--- src/rtl/vnlp_list_engine.sv ---
// rtl/vnlp_list_engine.sv - walks two linked lists in a dual-read-port memory
// and accumulates a saturating sum of products or absolute differences.
module vnlp_list_engine #(
  parameter int DATA_W  = 10,
  parameter int ADDR_W  = 9,
  parameter int ACC_W   = 28,
  parameter int LEN_W   = 8,
  parameter int MAX_LEN = 255
) (
  input  logic              Clk,
  input  logic              Reset,
  input  logic              Start,
  input  logic              Mode,
  input  logic [ADDR_W-1:0] Head1,
  input  logic [ADDR_W-1:0] Head2,
  output logic [ADDR_W-1:0] MemAdd1,
  output logic [ADDR_W-1:0] MemAdd2,
  input  logic [DATA_W-1:0] MemData1,
  input  logic [DATA_W-1:0] MemData2,
  output logic              Busy,
  output logic              Done,
  output logic [LEN_W-1:0]  Len,
  output logic [ACC_W-1:0]  Result,
  output logic              Overflow
);

  typedef enum logic [2:0] {
    S_IDLE, S_FETCH_D, S_FETCH_N, S_UPDATE, S_DONE
  } state_t;

  state_t              state_q, state_d;
  logic                mode_q, mode_d;
  logic [ADDR_W-1:0]   ptr1_q, ptr1_d, ptr2_q, ptr2_d;
  logic [DATA_W-1:0]   d1_q, d1_d, d2_q, d2_d;
  logic [LEN_W-1:0]    len_q, len_d;
  logic [ACC_W-1:0]    result_q, result_d;
  logic                ovf_q, ovf_d;

  logic [2*DATA_W-1:0] prod;
  logic [DATA_W-1:0]   diff;
  logic [ACC_W-1:0]    term;
  logic [ACC_W:0]      sum;
  logic [LEN_W-1:0]    len_inc;
  logic [ADDR_W-1:0]   n1, n2;

  assign prod    = {{DATA_W{1'b0}}, d1_q} * {{DATA_W{1'b0}}, d2_q};
  assign diff    = (d1_q >= d2_q) ? (d1_q - d2_q) : (d2_q - d1_q);
  assign term    = mode_q ? ACC_W'(diff) : ACC_W'(prod);
  assign sum     = {1'b0, result_q} + {1'b0, term};
  assign len_inc = len_q + LEN_W'(1);
  assign n1      = ADDR_W'(MemData1);
  assign n2      = ADDR_W'(MemData2);

  always_ff @(posedge Clk) begin
    if (Reset) begin
      state_q  <= S_IDLE;
      mode_q   <= 1'b0;
      ptr1_q   <= '0;
      ptr2_q   <= '0;
      d1_q     <= '0;
      d2_q     <= '0;
      len_q    <= '0;
      result_q <= '0;
      ovf_q    <= 1'b0;
    end else begin
      state_q  <= state_d;
      mode_q   <= mode_d;
      ptr1_q   <= ptr1_d;
      ptr2_q   <= ptr2_d;
      d1_q     <= d1_d;
      d2_q     <= d2_d;
      len_q    <= len_d;
      result_q <= result_d;
      ovf_q    <= ovf_d;
    end
  end

  always_comb begin
    state_d  = state_q;
    mode_d   = mode_q;
    ptr1_d   = ptr1_q;
    ptr2_d   = ptr2_q;
    d1_d     = d1_q;
    d2_d     = d2_q;
    len_d    = len_q;
    result_d = result_q;
    ovf_d    = ovf_q;
    case (state_q)
      S_IDLE: begin
        if (Start) begin
          mode_d   = Mode;
          ptr1_d   = Head1;
          ptr2_d   = Head2;
          len_d    = '0;
          result_d = '0;
          ovf_d    = 1'b0;
          state_d  = (Head1 == '0 || Head2 == '0) ? S_DONE : S_FETCH_D;
        end
      end
      S_FETCH_D: state_d = S_FETCH_N;
      S_FETCH_N: begin
        d1_d    = MemData1;
        d2_d    = MemData2;
        state_d = S_UPDATE;
      end
      S_UPDATE: begin
        // Saturation is sticky: once pinned at all ones, further terms are ignored.
        if (ovf_q || sum[ACC_W]) begin
          result_d = '1;
          ovf_d    = 1'b1;
        end else begin
          result_d = sum[ACC_W-1:0];
        end
        len_d   = len_inc;
        ptr1_d  = n1;
        ptr2_d  = n2;
        state_d = (n1 == '0 || n2 == '0 || len_inc == LEN_W'(MAX_LEN)) ? S_DONE : S_FETCH_D;
      end
      S_DONE:  state_d = S_IDLE;
      default: state_d = S_IDLE;
    endcase
  end

  always_comb begin
    MemAdd1 = '0;
    MemAdd2 = '0;
    case (state_q)
      S_FETCH_D: begin
        MemAdd1 = ptr1_q;
        MemAdd2 = ptr2_q;
      end
      S_FETCH_N: begin
        MemAdd1 = ptr1_q + ADDR_W'(1);
        MemAdd2 = ptr2_q + ADDR_W'(1);
      end
      default: ;
    endcase
  end

  assign Busy     = (state_q != S_IDLE);
  assign Done     = (state_q == S_DONE);
  assign Len      = len_q;
  assign Result   = result_q;
  assign Overflow = ovf_q;

endmodule

--- config.mk ---
export PLATFORM = sky130hd
export DESIGN_NAME = vnlp_list_engine
export DESIGN_NICKNAME = d
export VERILOG_FILES = /design/src/rtl/vnlp_list_engine.sv
export SDC_FILE = /design/constraint.sdc
export NUM_CORES = 1
export LEC_CHECK = 0
export ABC_AREA = 1
export ABC_CLOCK_PERIOD_IN_PS = 12700
export CAP_MARGIN = 40
export CELL_PAD_IN_SITES_DETAIL_PLACEMENT = 2
export CELL_PAD_IN_SITES_GLOBAL_PLACEMENT = 2
export CORE_MARGIN = 5
export CORE_UTILIZATION = 30
export CTS_CLUSTER_DIAMETER = 60
export DETAILED_ROUTE_END_ITERATION = 8
export GPL_TIMING_DRIVEN = 0
export MAX_ROUTING_LAYER = met4
export PLACE_DENSITY = 0.74
export RECOVER_POWER = 25
export SETUP_SLACK_MARGIN = 0.05
export SLEW_MARGIN = 20
export SYNTH_ARGS = -nofsm -noshare
export SYNTH_HDL_FRONTEND = slang
export SYNTH_SLANG_ARGS = --single-unit
export TNS_END_PERCENT = 1
--- constraint.sdc ---
create_clock -name Clk -period 12.7 [get_ports Clk]
set_clock_uncertainty 0.05 [all_clocks]
set_input_delay 1.905 -clock Clk [delete_from_list [all_inputs] [get_ports Clk]]
set_output_delay 1.905 -clock Clk [all_outputs]
set_load 0.01 [all_outputs]
==> results.cfg <==
[run_status]
status = finished clean

[placed_design]
gp_congestion = 0.8705
io_buffer_count = 97
dp.cells = 2104
placed_cell_area_um2 = 11620
dpl.hpwl_um = 34620

[sta]
hold_viol = 0
rsz0062_at_grt = false
worst_slew_pin_slew_ns = 0.8080
slew_violations = 0
slew_headroom = 0.4613
fin_crit_ns = 7.544
setup_tns_ns = 0
fmax_ghz = 0.1325
fin_crit_sh = 0.5941
setup_viol = 0

[synth]
synth.cell_area_um2 = 10090
yosys_register_bits = 79
syn-num-nets = 1774
syn_inst = 1559
synth_cell_types = 51
postSynthAreaPerCell_um2 = 6.470
synth_async_sr_flop_share = 0
synth_flop_cell = dfxtp_1
yosysWarnings = 0
ys_seq_area_frac = 0.1568
synth_edf_count = 0

[cells_and_area]
area_delta_synth_final_pct = 18.32
design_area_um2 = 11940
multi_input_area_um2 = 7181
layout_common_cells = 440 x nand2_1, 283 x inv_1, 108 x ha_1
ff_latch_area_um2 = 1582
antenna_cells = 0
final_nets = 1883
fillCellCount = 4171
layout.cells.most_common = nand2_1
drive_gt1_frac = 0.04005
instances_no_fill = 2121

[power]
p_sw_frac = 0.4693
switchingPower_uw = 559.7
p_seq_frac = 0.242
p_clk_frac = 0.241
combPwrFrac = 0.517
intPower_uw = 633.0
leakage_uw = 0.006072
ir_worst_vdd_uv = 60.07
cellPowerDensity_nw_per_um2 = 99.93

[setup_path]
cp-end-kind = flip-flop
startpoint_type = flip-flop
worst-path-max-fanout = 10
cp_data_arrival_time_ns = 7.71
required_ns = 12.86
crit_start = d1_q[5]
path_class = reg -> reg
max_stage_delay_ns = 0.56
timing.rr.start = d1_q[5]
critPathSlowestCell = clkbuf_1

[die]
start_util = 0.3023
std_cell_rows = 67
ios = 99
die_h_um = 193.4
core_area_um2 = 33360
die_area_um2 = 37390
dieWidth_um = 193.4

[clocking]
cts_tree = built
clock_tree.buffer_depth = 2
cts_resized = 0
ctsHoldBuffers = 0
root_buffer = clkbuf_16
clkSlewWorstSetupHoldPaths_ns = 0.07
cts_max_level = 3
cts_buffers = 9
clock-sinks = 79
insertion_delay_ns = 0.36
cts_setup_buffers = 0

[drt]
wl_um = 40900
vias_per_cell = 4.947
drc = 0
antenna_left = 0
vias = 10490
drt_iter0_markers = 306
dr.pass1.iters = 4
wire_per_inst_um = 19.28

[global_routing]
gr-total-overflow = 0
grt_usage = 0.2243
grt_max_degree = 15
grt_pass1_vias = 11830
antenna_found_initial = 0
grt_pass1_wl_um = 65530

[hold_path]
hold_path.class = reg -> reg
hold_start = ptr1_q[3]

[job]
cap_violations = 0
==> state kept, by name, summed over array words and instances, names as in the netlist <==
signal / count
Len: 8
Overflow: 1
Result: 28
d1_q: 10
d2_q: 10
mode_q: 1
ptr1_q: 9
ptr2_q: 9
state_q: 3
==> path summary, 6_finish.rpt <==
kind	endpoint	depth (start not counted)	slack (ns)
worst max-delay path	Result[22]	31	5.16
worst min-delay path	ptr1_q[3]	2	0.46
worst max register to register	Result[22]	31	5.16
worst min register to register	ptr1_q[3]	2	0.46
==> cells by family after synthesis <==
logic type	Yosys count	share of synthesized area
AND/OR/NAND/NOR	693	0.2903
AO/OA/AOI/OAI	235	0.1279
adder cells (fa/ha/maj)	173	0.2630
flip-flops	79	0.1568
buffers and inverters	343	0.1309
XOR/XNOR	36	0.03126
==> power by group through the flow <==
stage | logic (µW) | clock network, µW | registers [µW]
2_1_floorplan | 396 | 0 | 288
3_3_place_gp | 603 | 0 | 292
3_5_place_dp | 624 | 0 | 294
4_1_cts | 629 | 293 | 288
5_1_grt | 692 | 304 | 292
6_report | 617 | 287 | 288
==> metal layers <==
layer | track usage | part of all wire | wire length (µm) | vias up
li1 | - | - | - | 5142
met1 | 0.2859 | 0.47 | 19390 | 5210
met2 | 0.3872 | 0.49 | 20030 | 101
met3 | 0.01705 | 0.013 | 534 | 39
met4 | 0.05717 | 0.023 | 954 | 0
met5 | - | 0 | 0 | -
==> through the flow <==
step	total power [µW]	utilization	hold WS, ns	worst slack [ns]
after floorplan	684.3	-	0.4044	6.656
after global placement	895.9	0.3482	0.4199	5.242
after detailed placement	918.4	0.3482	0.4412	5.163
after CTS	1211	0.3577	0.4549	5.118
after global routing	1288	0.3577	0.4820	4.639
final	1193	0.3577	0.4561	5.156
==> Yosys cell counts (6+ instances only) <==
cell type	count	area, µm²
fa_1	65	1301
nand2_2	6	37.54
a31oi_1	25	156.4
xor2_1	21	183.9
nor4_1	6	37.54
nand4_1	11	68.82
ha_1	108	1351
nor3_1	18	90.09
nand2_1	438	1644
o21ai_1	7	35.03
clkbuf_1	39	146.4
a21oi_1	106	530.5
or2_2	11	68.82
inv_1	282	1059
dfxtp_1	79	1582
nor2_1	93	349.1
xnor2_1	15	131.4
nand3_1	89	445.4
o21ai_0	71	355.3
buf_2	12	60.06
==> cell type report <==
| type | count | share of cell area |
|---|---|---|
| clock inverters | 5 | 0.005346 |
| multi-input cells | 1137 | 0.6016 |
| inverters | 289 | 0.09131 |
| flip-flops and latches | 79 | 0.1325 |
| well taps | 448 | 0.04697 |
| repair buffers | 98 | 0.08198 |
| clock buffers | 11 | 0.02118 |
| plain buffers | 54 | 0.01908 |
==> critical path, delay by kind of cell (launching register included) <==
kind / cells / cell delay, ns
and+or+nand+nor: 10 / 1.53
AOI/OAI and AO/OA: 7 / 1.14
DFF: 1 / 0.36
buffers and inverters: 7 / 0.95
adders and majority gates: 7 / 3.38
(Power assumes the default switching activity.)
